==> config.mk <==
export PLATFORM = sky130hd
export DESIGN_NAME = water_flow_monitor
export DESIGN_NICKNAME = d
export VERILOG_FILES = /design/src/rtl/washer_pkg.sv /design/src/rtl/flow_window_tick.sv /design/src/rtl/water_flow_monitor.sv
export SDC_FILE = /design/constraint.sdc
export NUM_CORES = 1
export LEC_CHECK = 0
export ABC_AREA = 1
export BUFFER_PORTS_ARGS = -buffer_cell sky130_fd_sc_hd__buf_2
export CAP_MARGIN = 0
export CELL_PAD_IN_SITES_DETAIL_PLACEMENT = 1
export CELL_PAD_IN_SITES_GLOBAL_PLACEMENT = 1
export CORE_MARGIN = 5
export CORE_UTILIZATION = 29
export DETAILED_ROUTE_END_ITERATION = 12
export PLACE_DENSITY_LB_ADDON = 0.1
export RECOVER_POWER = 100
export SYNTH_ARGS = -nofsm -noshare
export SYNTH_HDL_FRONTEND = slang
export SYNTH_SLANG_ARGS = --single-unit
export TNS_END_PERCENT = 50
==> constraint.sdc <==
create_clock -name clk -period 8.8 [get_ports clk]
set_clock_uncertainty 0.1 [all_clocks]
set_input_delay 1.76 -clock clk [delete_from_list [all_inputs] [get_ports clk]]
set_output_delay 1.76 -clock clk [all_outputs]
set_load 0.01 [all_outputs]
==> src/rtl/washer_pkg.sv <==
// Shared definitions for the washing-machine control slice.
//
// Contents:
//   FLOW_MODE_FILL / FLOW_MODE_DRAIN : encoding of water_flow_mode
//   LEVEL_W                          : width of the water level sensor
//   mon_state_e                      : water flow monitor state encoding
//   window_good()                    : decides whether one observation window
//                                      showed enough progress
package washer_pkg;

  localparam logic FLOW_MODE_FILL  = 1'b1;
  localparam logic FLOW_MODE_DRAIN = 1'b0;

  localparam int LEVEL_W = 10;

  typedef enum logic [1:0] {
    IDLE    = 2'd0,
    ARM     = 2'd1,
    MONITOR = 2'd2,
    FAULT   = 2'd3
  } mon_state_e;

  // A fill window is good if the level rose by at least min_delta or the
  // tank is already full; a drain window is good if the level fell by at
  // least min_delta or the tank is empty. Noise in the wrong direction
  // therefore counts as a bad window.
  function automatic logic window_good(
    input logic                      mode,
    input logic signed [LEVEL_W:0]   delta,
    input logic        [LEVEL_W-1:0] level,
    input int                        min_delta,
    input int                        level_full
  );
    int d;
    int lv;
    logic good;
    d  = int'(delta);
    lv = int'(level);
    case (mode)
      FLOW_MODE_FILL:  good = (d >= min_delta) || (lv >= level_full);
      FLOW_MODE_DRAIN: good = (-d >= min_delta) || (lv == 0);
      default:         good = 1'b0;
    endcase
    return good;
  endfunction

endpackage

==> src/rtl/flow_window_tick.sv <==
// Observation window counter for the water flow monitor.
//
// Counts 0..WINDOW_CYCLES-1 while enabled and wraps straight back to 0, so
// windows run back to back. tick_o is high for the single cycle on which the
// count equals WINDOW_CYCLES-1 (the evaluation cycle).
//
// Ports:
//   clk_i    : clock
//   rst_i    : synchronous active-high reset
//   clear_i  : synchronous clear of the count, wins over en_i
//   en_i     : count enable
//   tick_o   : one-cycle window end marker
module flow_window_tick #(
  parameter int WINDOW_CYCLES = 1000
) (
  input  logic clk_i,
  input  logic rst_i,
  input  logic clear_i,
  input  logic en_i,
  output logic tick_o
);

  localparam int            CW   = (WINDOW_CYCLES > 2) ? $clog2(WINDOW_CYCLES) : 1;
  localparam logic [CW-1:0] LAST = CW'(WINDOW_CYCLES - 1);

  logic [CW-1:0] cnt_q;
  logic [CW-1:0] cnt_d;

  always_comb begin
    cnt_d = cnt_q;
    if (clear_i) begin
      cnt_d = '0;
    end else if (en_i) begin
      cnt_d = (cnt_q == LAST) ? '0 : cnt_q + 1'b1;
    end
  end

  always_ff @(posedge clk_i) begin
    if (rst_i) begin
      cnt_q <= '0;
    end else begin
      cnt_q <= cnt_d;
    end
  end

  assign tick_o = en_i && !clear_i && (cnt_q == LAST);

endmodule

==> src/rtl/water_flow_monitor.sv <==
// Water flow monitor: supervises fill and drain progress for the main
// washer FSM. Every WINDOW_CYCLES cycles the sampled level is compared with
// the level at the start of the window; STRIKE_LIMIT consecutive windows
// without enough progress latch a sticky fault.
//
// Ports:
//   clk                : system clock
//   reset              : synchronous active-high reset
//   water_flow_reset   : high holds the monitor idle and cleared
//   water_flow_mode    : 1 = filling, 0 = draining (ignored while cleared)
//   water_level_sensor : current water level
//   water_flow_error   : sticky flow/drain fault
//   flow_delta         : signed level change of the last completed window
//   monitor_active     : high while in ARM or MONITOR
//
// All outputs come straight from flops.
module water_flow_monitor
  import washer_pkg::*;
#(
  parameter int WINDOW_CYCLES = 1000,
  parameter int MIN_DELTA     = 2,
  parameter int STRIKE_LIMIT  = 3,
  parameter int LEVEL_FULL    = 1000
) (
  input  logic               clk,
  input  logic               reset,
  input  logic               water_flow_reset,
  input  logic               water_flow_mode,
  input  logic [LEVEL_W-1:0] water_level_sensor,
  output logic               water_flow_error,
  output logic [LEVEL_W:0]   flow_delta,
  output logic               monitor_active
);

  localparam int            SW          = (STRIKE_LIMIT > 1) ? $clog2(STRIKE_LIMIT + 1) : 1;
  localparam logic [SW-1:0] STRIKE_MAX  = SW'(STRIKE_LIMIT);
  localparam logic [SW-1:0] STRIKE_LAST = SW'(STRIKE_LIMIT - 1);

  mon_state_e state_q, state_d;

  logic [LEVEL_W-1:0] baseline_q, baseline_d;
  logic               mode_q, mode_d;
  logic [SW-1:0]      strikes_q, strikes_d;
  logic [LEVEL_W:0]   delta_q, delta_d;
  logic               err_q, err_d;
  logic               active_q, active_d;

  logic                    clear;
  logic                    mode_chg;
  logic                    tick;
  logic signed [LEVEL_W:0] delta_w;
  logic                    good;
  logic                    strike_hit;

  assign clear    = reset || water_flow_reset;
  assign mode_chg = (state_q == MONITOR) && (water_flow_mode != mode_q);

  // The counter is held at 0 outside MONITOR and on a mode change, so a
  // mode change on the evaluation cycle discards that window.
  flow_window_tick #(
    .WINDOW_CYCLES(WINDOW_CYCLES)
  ) u_tick (
    .clk_i  (clk),
    .rst_i  (clear),
    .clear_i(state_q != MONITOR || mode_chg),
    .en_i   (state_q == MONITOR),
    .tick_o (tick)
  );

  // Both operands zero-extended to 11 bits: the difference spans +-1023
  // and can never wrap.
  assign delta_w    = $signed({1'b0, water_level_sensor}) - $signed({1'b0, baseline_q});
  assign good       = window_good(mode_q, delta_w, water_level_sensor, MIN_DELTA, LEVEL_FULL);
  assign strike_hit = tick && !good && (strikes_q == STRIKE_LAST);

  // State register
  always_ff @(posedge clk) begin
    if (clear) begin
      state_q <= IDLE;
    end else begin
      state_q <= state_d;
    end
  end

  // Next-state logic
  always_comb begin
    state_d = state_q;
    unique case (state_q)
      IDLE:    state_d = ARM;
      ARM:     state_d = MONITOR;
      MONITOR: begin
        if (mode_chg) begin
          state_d = ARM;
        end else if (strike_hit) begin
          state_d = FAULT;
        end
      end
      FAULT:   state_d = FAULT;
      default: state_d = IDLE;
    endcase
  end

  // Output logic: registered decode of the upcoming state
  always_comb begin
    active_d = (state_d == ARM) || (state_d == MONITOR);
    err_d    = err_q || (state_d == FAULT);
  end

  // Window datapath: baseline, latched mode, strikes and last delta
  always_comb begin
    baseline_d = baseline_q;
    mode_d     = mode_q;
    strikes_d  = strikes_q;
    delta_d    = delta_q;
    unique case (state_q)
      ARM: begin
        baseline_d = water_level_sensor;
        mode_d     = water_flow_mode;
      end
      MONITOR: begin
        if (mode_chg) begin
          strikes_d = '0;
        end else if (tick) begin
          delta_d    = delta_w;
          baseline_d = water_level_sensor;
          if (good) begin
            strikes_d = '0;
          end else begin
            strikes_d = (strikes_q == STRIKE_MAX) ? STRIKE_MAX : strikes_q + 1'b1;
          end
        end
      end
      default: ;
    endcase
  end

  always_ff @(posedge clk) begin
    if (clear) begin
      baseline_q <= '0;
      mode_q     <= 1'b0;
      strikes_q  <= '0;
      delta_q    <= '0;
      err_q      <= 1'b0;
      active_q   <= 1'b0;
    end else begin
      baseline_q <= baseline_d;
      mode_q     <= mode_d;
      strikes_q  <= strikes_d;
      delta_q    <= delta_d;
      err_q      <= err_d;
      active_q   <= active_d;
    end
  end

  assign water_flow_error = err_q;
  assign flow_delta       = delta_q;
  assign monitor_active   = active_q;

endmodule

==> flow_summary.rst <==
.. list-table::
   :header-rows: 1

   * - Metric
     - Value
   * - Synthesis-to-finish area growth
     - 12.44%
   * - Total half-perimeter wirelength after legalization and detailed placement
     - 6034 um
   * - Count of fill cells added during filler insertion
     - 1196
   * - Sum of internal, switching and leakage power
     - 0.4587 mW
   * - Highest achievable clock rate
     - 168.2 MHz
   * - Total Nets Final
     - 475
   * - Number of max-cap violations
     - 0
   * - Largest net degree at the start of global routing
     - 26
   * - Peak supply drop
     - 0.00005845 V
   * - Cts bufs inserted
     - 5
   * - Initial drt markers
     - 42
   * - P per Cell Area
     - 149.6 mW/mm^2
   * - Hold violation total from the final report
     - 0
   * - Syn Area/Cell
     - 6.650 um^2
   * - Critical path start-end classification
     - input port to flop
   * - Net count after synthesis
     - 446
   * - Cell occurring most often along the worst timing path
     - sky130_fd_sc_hd__nand2_1
   * - Core Footprint
     - 0.009196 mm^2
   * - Wire length of the first global-routing pass
     - 12720 um
   * - # rows
     - 35
   * - Count of buffers added by post-CTS timing repair for setup
     - 0
   * - Distinct cells, synth
     - 34
   * - Share of synthesized area occupied by flip-flops and latches
     - 0.2790
   * - Hold Buf Count CTS
     - 0
   * - Antenna-violating nets left
     - 0
   * - Register clock-pin slew on the reported worst setup and hold paths
     - 90 ps
   * - Library cell contributing the largest single delay on the critical path
     - sky130_fd_sc_hd__fa_1
   * - Overall global routing resource usage
     - 0.1363
   * - Proportion of synthesized flip-flops having asynchronous set or reset
     - 0
   * - Leading cell type by number of instances after synthesis
     - sky130_fd_sc_hd__nand2_1
   * - Number of H-tree levels
     - 2
   * - Leakage component of the power
     - 1.333 nW
   * - Die X-Extent
     - 107.0 um
   * - Dominant register cell in the synthesized netlist
     - sky130_fd_sc_hd__dfxtp_1
   * - Data required time of the critical path
     - 8880 ps
   * - Longest individual stage delay on the worst path
     - 580 ps
   * - IO Count
     - 27
   * - Die Ht
     - 107.0 um
   * - DR vias/cell
     - 4.759
   * - Synth top area share
     - 0.2790
   * - Final wirelength
     - 7374 um
   * - Placed Instance Area
     - 0.002980 mm^2
   * - Gr ovfl total
     - 0
   * - Post-synthesis instance area
     - 0.002726 mm^2
   * - Post-layout minimum cycle time
     - 5945 ps
   * - Most frequent cells after synthesis
     - sky130_fd_sc_hd__nand2_1, sky130_fd_sc_hd__inv_1, sky130_fd_sc_hd__dfxtp_1, sky130_fd_sc_hd__nor2_1
   * - CP max FO
     - 4
   * - Die Outline Area
     - 0.01144 mm^2
   * - Count of final max-slew check failures
     - 0
   * - Buffer depth of the longest clock path
     - 2
   * - Routability-driven placement congestion ratio
     - 0.7657
   * - CP Launch Type
     - input port
   * - Total setup violations reported at the end of the flow
     - 0
   * - Share of layout cells above drive strength 1
     - 0.1136
   * - HP Class
     - flop to flop
   * - DRC violation count after routing
     - 0
   * - Number of enable-type register cells in the synthesized netlist
     - 0
   * - Insertion delay to the later sink of the worst-skew pair
     - 290 ps
   * - Antenna violations before repair
     - 0
   * - Via count of the first global-routing pass
     - 2671
   * - Final setup TNS
     - 0 ps
   * - Post-route cell area
     - 0.003065 mm^2
   * - Number of antenna cells inserted
     - 0
   * - Slew Limit Headroom
     - 0.2208
   * - Vias
     - 2622
   * - Number of warnings issued by yosys
     - 0
   * - Drt first pass iters
     - 4
   * - Ranking of synthesized cells by area
     - sky130_fd_sc_hd__dfxtp_1, sky130_fd_sc_hd__nand2_1, sky130_fd_sc_hd__ha_1, sky130_fd_sc_hd__inv_1, sky130_fd_sc_hd__nor2_1
   * - Portion of the clock cycle consumed by the worst path in the final layout
     - 0.6755
   * - WP data arrival
     - 6030 ps
   * - Initial Util
     - 0.2965
   * - Root buffer cell
     - sky130_fd_sc_hd__clkbuf_8
   * - Library cell occupying the most area in the post-synthesis netlist
     - sky130_fd_sc_hd__dfxtp_1
   * - Result of the run
     - completed
   * - Category of the worst setup path capture point
     - flop
   * - Setup repair after global routing missed its margin
     - no
   * - Count of buffers from port buffering
     - 26
   * - CTS tree
     - yes
   * - Mapped Cells
     - 410
   * - Seq cells post-synth
     - 38
   * - Slew of the pin with the lowest slew margin
     - 1165 ps
   * - Post_cts resized
     - 0
   * - Number of clock sinks seen by CTS
     - 38
   * - Detailed-route wire length per cell
     - 13.38 um
## layout make-up
class                      instances  area [um^2]  share of cell area
multi-input combinational        300         1662              0.5420
clock buffer                       5        68.82             0.02245
tap                              111        138.9             0.04531
clock inverter                     3        68.82             0.02245
timing repair buffer              28        118.9             0.03878
sequential                        38        760.7              0.2482
inverter                          66        247.7             0.08082
## critical path: cells and delay by family
family	cells	cell delay (ps)
fa+ha+maj	5	1460
compound gates	2	410
buf+inv	6	450
simple gates	15	1920
## path summary, 6_finish.rpt
kind                                       startpoint        endpoint  slack (ps)  cells past startpoint
worst max-delay path            water_level_sensor[0]  monitor_active        2860                     28
worst min-delay path                    baseline_q[2]   baseline_q[2]         360                      2
worst max register to register          baseline_q[0]  monitor_active        4200                     26
worst min register to register          baseline_q[2]   baseline_q[2]         360                      2
## layer usage
metal / up-vias / part of all wire / global-route usage
met5: - / 0 / 0
met4: 0 / 0.0054 / 0.01918
met3: 4 / 0.024 / 0.02167
met1: 1206 / 0.53 / 0.1908
li1: 1390 / - / -
met2: 22 / 0.44 / 0.2257
## report_power, final
group,switching [mW],internal (mW),total (mW),leakage (nW)
clock,0.0707,0.114,0.184,0.0683
combinational,0.0682,0.0308,0.0990,0.957
sequential,0.000924,0.174,0.175,0.307
## cell usage in the layout (no fill, tap or decap), types with 2 or more instances in the layout
| master | count |
|---|---|
| sky130_fd_sc_hd__and3_1 | 2 |
| sky130_fd_sc_hd__ha_1 | 21 |
| sky130_fd_sc_hd__a21oi_2 | 3 |
| sky130_fd_sc_hd__nand4_1 | 12 |
| sky130_fd_sc_hd__dfxtp_1 | 38 |
| sky130_fd_sc_hd__o21ai_0 | 26 |
| sky130_fd_sc_hd__inv_1 | 63 |
| sky130_fd_sc_hd__o211ai_1 | 4 |
| sky130_fd_sc_hd__xor2_1 | 4 |
| sky130_fd_sc_hd__nand3_2 | 3 |
| sky130_fd_sc_hd__a211oi_1 | 2 |
| sky130_fd_sc_hd__nor3b_1 | 2 |
| sky130_fd_sc_hd__nor2_2 | 3 |
| sky130_fd_sc_hd__bufinv_16 | 2 |
| sky130_fd_sc_hd__nand2_1 | 88 |
| sky130_fd_sc_hd__clkbuf_8 | 5 |
| sky130_fd_sc_hd__inv_2 | 2 |
| sky130_fd_sc_hd__nand3_1 | 29 |
| sky130_fd_sc_hd__nand2_2 | 15 |
| sky130_fd_sc_hd__nor2_1 | 39 |
| sky130_fd_sc_hd__clkbuf_1 | 17 |
| sky130_fd_sc_hd__nor3_1 | 4 |
| sky130_fd_sc_hd__nor2_4 | 4 |
| sky130_fd_sc_hd__nor4_1 | 3 |
| sky130_fd_sc_hd__buf_2 | 11 |
| sky130_fd_sc_hd__a21oi_1 | 27 |
## sequential cells by signal (all words and copies together), names as in the netlist
signal,count
flow_delta,11
strikes_q,2
baseline_q,10
water_flow_error,1
state_q,2
mode_q,1
u_tick.cnt_q,10
monitor_active,1
## through the flow
step	cells	setup slack [ps]	utilization	hold WS [ps]
2_1_floorplan	410	3407	-	333.1
3_3_place_gp	543	3034	0.3241	341.9
3_5_place_dp	543	2772	0.3241	348.9
4_1_cts	551	3075	0.3390	363.1
5_1_grt	551	2390	0.3333	386.9
6_report	551	2855	0.3333	360.7
## kinds of logic after synthesis
group	Yosys count	share of synthesized area
DFF	38	0.2790
and+or+nand+nor	207	0.3644
buffers and inverters	72	0.1019
adders and majority gates	22	0.1037
AOI/OAI and AO/OA	66	0.1349
xor gates and xnor gates	5	0.01606
No activity file was read; power rests on OpenSTA's default activity.
